===== config.mk =====
export PLATFORM = sky130hd
export DESIGN_NAME = mux_scan
export DESIGN_NICKNAME = d
export VERILOG_FILES = /design/src/rtl/mux_scan.sv
export SDC_FILE = /design/constraint.sdc
export NUM_CORES = 1
export LEC_CHECK = 0
export CORE_MARGIN = 1
export CORE_UTILIZATION = 35
export CTS_CLUSTER_DIAMETER = 150
export DETAILED_ROUTE_END_ITERATION = 8
export GPL_TIMING_DRIVEN = 0
export PLACE_DENSITY_LB_ADDON = 0.05
export RECOVER_POWER = 25
export SLEW_MARGIN = 0
export SYNTH_ARGS = -nofsm -noshare
export SYNTH_HDL_FRONTEND = slang
export SYNTH_SLANG_ARGS = --single-unit
export TNS_END_PERCENT = 100

===== constraint.sdc =====
create_clock -name clk -period 2.5 [get_ports clk]
set_input_delay 0.25 -clock clk [delete_from_list [all_inputs] [get_ports clk]]
set_output_delay 0.25 -clock clk [all_outputs]
set_load 0.005 [all_outputs]

===== src/rtl/mux_scan.sv =====
// rtl/mux_scan.sv - registered N-way channel mux with manual select and round-robin auto-scan
module mux_scan #(
  parameter int N  = 8,
  parameter int W  = 1,
  parameter int SW = $clog2(N)
) (
  input  logic            clk,
  input  logic            rst_n,
  input  logic            mode,
  input  logic            en,
  input  logic [SW-1:0]   s,
  input  logic [N*W-1:0]  d,
  output logic [W-1:0]    y,
  output logic            y_valid,
  output logic [SW-1:0]   ch,
  output logic            wrap
);

  typedef enum logic {MANUAL = 1'b0, SCAN = 1'b1} state_t;

  localparam logic [SW:0]   NUM  = (SW+1)'(N);
  localparam logic [SW-1:0] LAST = SW'(N-1);

  state_t        mode_q;
  logic [SW-1:0] cnt;
  logic [W-1:0]  chan [N];

  for (genvar k = 0; k < N; k++) begin : g_chan
    assign chan[k] = d[k*W +: W];
  end

  always_ff @(posedge clk or negedge rst_n) begin
    if (!rst_n) begin
      mode_q  <= MANUAL;
      cnt     <= '0;
      y       <= '0;
      y_valid <= 1'b0;
      ch      <= '0;
      wrap    <= 1'b0;
    end else begin
      y_valid <= en;
      wrap    <= 1'b0;
      if (!mode) begin
        // Manual select; out-of-range indices (non-power-of-2 N) present zero.
        mode_q <= MANUAL;
        cnt    <= '0;
        if (en) begin
          ch <= s;
          y  <= ({1'b0, s} < NUM) ? chan[s] : '0;
        end
      end else begin
        mode_q <= SCAN;
        case (mode_q)
          MANUAL: begin
            // Entering scan: the frame always starts at channel 0.
            if (en) begin
              y    <= chan[0];
              ch   <= '0;
              wrap <= (LAST == '0);
              cnt  <= (LAST == '0) ? '0 : SW'(1);
            end else begin
              cnt  <= '0;
            end
          end
          SCAN: begin
            if (en) begin
              y    <= chan[cnt];
              ch   <= cnt;
              wrap <= (cnt == LAST);
              cnt  <= (cnt == LAST) ? '0 : cnt + SW'(1);
            end
          end
          default: cnt <= '0;
        endcase
      end
    end
  end

endmodule

[Word level (Yosys, flattened, before mapping)]
Index checks and enable logic that the tools add are counted.
Word-level totals
  output and inout bits: 6
  register bits after elaboration: 10
  word-level logic and storage cells: 43
  input bits: 15
Operators by class
  add/sub/neg operators: 1
  bitwise gates (word level): 3
  $lt $le $gt $ge: 2
  equal/unequal tests: 4
  mux-type cells: 25
  reduce and logical (&&, ||, !) cells: 2
Operators by type and width (number)
  3-bit 2-to-1 mux: 7
  1-bit 2-to-1 mux: 12
  3-bit case mux with 2 select lines: 2
  4-bit >= comparator (second input constant): 2
  3-bit NOT with 4-bit output: 2
  1-bit binary-select mux with 3-bit select: 2
  2-bit != test (second input constant): 2
  1-bit case mux with 2 select lines: 2
  3-bit by 1-bit adder with 3-bit output (second input constant): 1
  3-bit equality test (second input constant): 1
  3-bit != test (second input constant): 1
  3-bit AND reduction: 1
  2-bit nonzero test: 1
  1-bit NOT: 1

[Depth between registers and ports, before layout]
  depth in word-level cells: 7
  depth in mapped cells: 4
  gate-level depth less buffers: 4

[Worst setup path after synthesis]
No wires, ideal clock.
  path kind: reg-to-reg
  start: register cnt[0]
  end: register y
  slack: 0.967 ns
  data arrival time: 1.407 ns
  cell stages (with the launch flop): 5
  buffers on the path: 0
  setup time: 0.126 ns
  required time: 2.374 ns
  period minus slack after synthesis: 1.533 ns
  path through: dfrtp_1 mux4_1 mux2i_1 a21oi_1 a221o_1
On the way
  cells in the longest elaborated chain, start to end: 7
Ends and longest elaborated chain
  start: declaration: line 25  | logic [SW-1:0] cnt;
  start signal: assignment: line 60  | cnt <= (LAST == '0) ? '0 : SW'(1);
  start signal: assignment: line 70  | cnt <= (cnt == LAST) ? '0 : cnt + SW'(1);
  3-bit NOT with 4-bit output (implied by the code): line 67  | y <= chan[cnt];
  1-bit binary-select mux with 3-bit select: line 67
  1-bit 2-to-1 mux (implied by the code) (2 in a row): line 67
  1-bit 2-to-1 mux: line 66  | if (en) begin
  1-bit case mux with 2 select lines: line 53  | case (mode_q)
  1-bit 2-to-1 mux: line 43  | if (!mode) begin
  end signal: assignment: line 49  | y <= ({1'b0, s} < NUM) ? chan[s] : '0;
  end signal: assignment: line 57  | y <= chan[0];
  end signal: assignment: line 67
  end: declaration: line 13  | output logic [W-1:0] y,
No other way between the ends. The select of a mux whose other input is x is not followed.
A chain may end at the register's enable or synchronous reset.

[Worst setup path after layout]
Same ends and word-level chain as after synthesis.

==> flow_summary.ini <==
[run_status]
status = finished, final reports clean

[die]
rows = 14
num_io_pins = 21
core-area_um2 = 1524
die_w_um = 42.42
die_area_um2 = 1799
initial_utilization = 0.3752
chipHeight_um = 42.42

[timing]
hold_slack_ps = 363.5
slew_violations = 0
actual_transition_at_the_worst_max_transition_pin_ps = 436.4
slew_headroom = 0.7081
rsz0062_at_grt = false
maxClockFrequency_mhz = 579.0
finalCritPeriodShare = 0.6909
final_worst_slack_ps = 772.7
finalCriticalPeriod_ps = 1727
fin_worst_skew_ps = 10.66
hold_viol_final = 0
report.final.setup_viol = 0
final.setup.tns_ps = 0

[final_layout]
most_frequent_standard_cell_in_the_layout_excluding_fill_and_tap_cells = clkdlybuf4s50_1
syn2layout_area_growth_pct = 42.45
diodes = 0
post_route_cells_drive_above_1_share = 0.08108
most_frequent_cells_in_the_layout = clkdlybuf4s50_1 (17), dfrtp_1 (10), nor2_1 (6)
layout.cells.non_filler = 90
count_of_nets_after_finishing = 93

[worst_setup_path]
critPathTopFamily = multiplexers
critPathCapture = y
reg2reg_slack_ps = 770
worst_path_cell_trace = mux4_1 -> mux2i_1 -> a21oi_1 -> a221o_1
crit-reg2reg-capture = y
cp_slowest_stage_delay_ps = 610
worst_setup_path_startpoint = cnt[0]
crit_buf_inv = 0
endpoint_arrival_time_on_the_critical_path_ps = 1860
timing.rr.start = cnt[0]
critical_path.startpoint_type = register
critical_path.endpoint_type = register
crit_path_top_delay_cell = mux4_1
path_max_fanout = 6
required_arrival_time_at_the_worst_endpoint_ps = 2640
r2r.worst_path.cells = 4
timing.critical_path.depth = 4
critPathKind = reg -> reg

[cts]
tritoncts_num_sinks = 10
numCtsBuffers = 3
hold_buffers = 0
clk_root_buffer_cell = clkbuf_4
postCtsResizedCells = 0
ctsHtreeMaxLevel = 1
clkTransAtPathRegs_ps = 70
clock_tree_buf_depth = 2
number_of_buffers_added_for_setup_after_cts = 0
tritoncts = done
clkLatencyLatePin_ps = 260

[power_and_ir_drop]
irDropWorstVdd_mv = 0.1952
power-per-cell-area_nw_per_um2 = 451.4
power.leakage_nw = 0.3375
fin_total_pwr_mw = 0.3677

[synthesis]
synthesis.area_per_instance_um2 = 11.21
synth_mux_area_frac = 0.2035
yosysSeqAreaShare = 0.4376
synth_seq_cells = 10
synth-warning-count = 0
syn-cell-area_um2 = 571.8
synthDistinctLibCells = 22
synth_top_family_by_area = multiplexers
synth_xor_area_frac = 0
synth_compound_gate_area_share = 0.1094
synthAdderAreaFrac = 0.04376
synthesis.nets = 68
synth_cells = 51
post_synthesis_share_of_cell_area_spent_on_and_or_nand_and_nor_gates = 0.1729

[route]
number_of_antenna_violating_nets_in_the_routed_design = 0
wire_per_inst_um = 12.89
detailed_route_drc_error_count = 0
dr_total_vias = 474
dr_vias_cell = 5.267
detail_route.wirelength_mm = 1.160
drt-initial-drc-count = 13
first_pass_iters = 4

[hold_path]
path_type_of_the_worst_min_delay_path = in -> async

[place]
post-dp-hpwl_um = 920.2
place_congestion = 0.8026
dp_slack_ps = 570.7
io_buffer_count = 20
dpl.cell_count = 87

[grt]
grt_max_degree = 11
grt_remaining_overflow = 0
track_usage = 0.1448
global_route_wire_length_before_repair_mm = 1.987
number_of_global_route_vias_before_repair = 481
antenna_found_initial = 0

[job]
max_cap_viol_count = 0
-- layer usage --
layer,part of all wire,GRT usage,vias up
met3,0.055,0.04741,0
met5,0,0,-
met4,0,0.01875,0
met1,0.45,0.1616,219
li1,-,-,238
met2,0.49,0.2708,17
-- through the flow --
step / instance area (um2) / utilization
6_report: 814.5 / 0.5345
3_3_place_gp: 792.0 / 0.5197
3_5_place_dp: 792.0 / 0.5197
2_1_floorplan: 571.8 / -
4_1_cts: 814.5 / 0.5345
5_1_grt: 814.5 / 0.5345
-- synth_stat cells --
cell        n  area (um2)
buf_1       2       7.510
nand2_1     2       7.510
dfrtp_1    10       250.2
ha_1        2       25.02
mux2_2      1       11.26
nand3_1     3       15.01
mux4_1      2       52.55
nand2b_1    4       25.02
nor2_1      6       22.52
a31oi_1     3       18.77
a21oi_1     2       10.01
a221o_1     1       10.01
mux4_2      1       22.52
nor4_1      1       6.260
and3b_1     1       8.760
mux2i_1     3       30.03
clkbuf_4    1       7.510
a2111oi_0   1       8.760
nor2b_1     1       6.260
nor3b_1     1       7.510
o211ai_1    2       15.01
inv_1       1       3.750
-- area by class of cell --
| class | instances | area [um2] |
|---|---|---|
| Buffer | 3 | 15.01 |
| Clock buffer | 3 | 22.52 |
| Fill cell | 139 | 709.4 |
| Inverter | 1 | 3.754 |
| Multi-Input combinational cell | 37 | 302.8 |
| Sequential cell | 10 | 250.2 |
| Tap cell | 16 | 20.02 |
| Timing Repair Buffer | 20 | 200.2 |
-- power breakdown --
group / total (mW) / switching, mW / internal, mW
Sequential: 0.179 / 0.00706 / 0.172
Clock: 0.107 / 0.0516 / 0.0553
Combinational: 0.0819 / 0.0291 / 0.0528
-- state kept, by name (all words and copies together) (netlist names) --
name,count
ch,3
cnt,3
mode_q,1
wrap,1
y,1
y_valid,1
-- logic make-up after synthesis --
family	count (synthesis)
AO/OA/AOI/OAI	9
adder cells (fa/ha/maj)	2
buffers and inverters	4
flip-flops	10
multiplexers	7
AND/OR/NAND/NOR	19
-- worst min path at each step --
| stage | to | slack [ps] | depth (start not counted) |
|---|---|---|---|
| floorplan | ch[0] | -50 | 0 |
| global placement | y | 510 | 1 |
| detailed placement | y | 510 | 1 |
| CTS | wrap | 310 | 1 |
| global route | wrap | 400 | 1 |
| finish | cnt[0] | 360 | 1 |
Note: power is estimated with default switching activity, not from simulation.
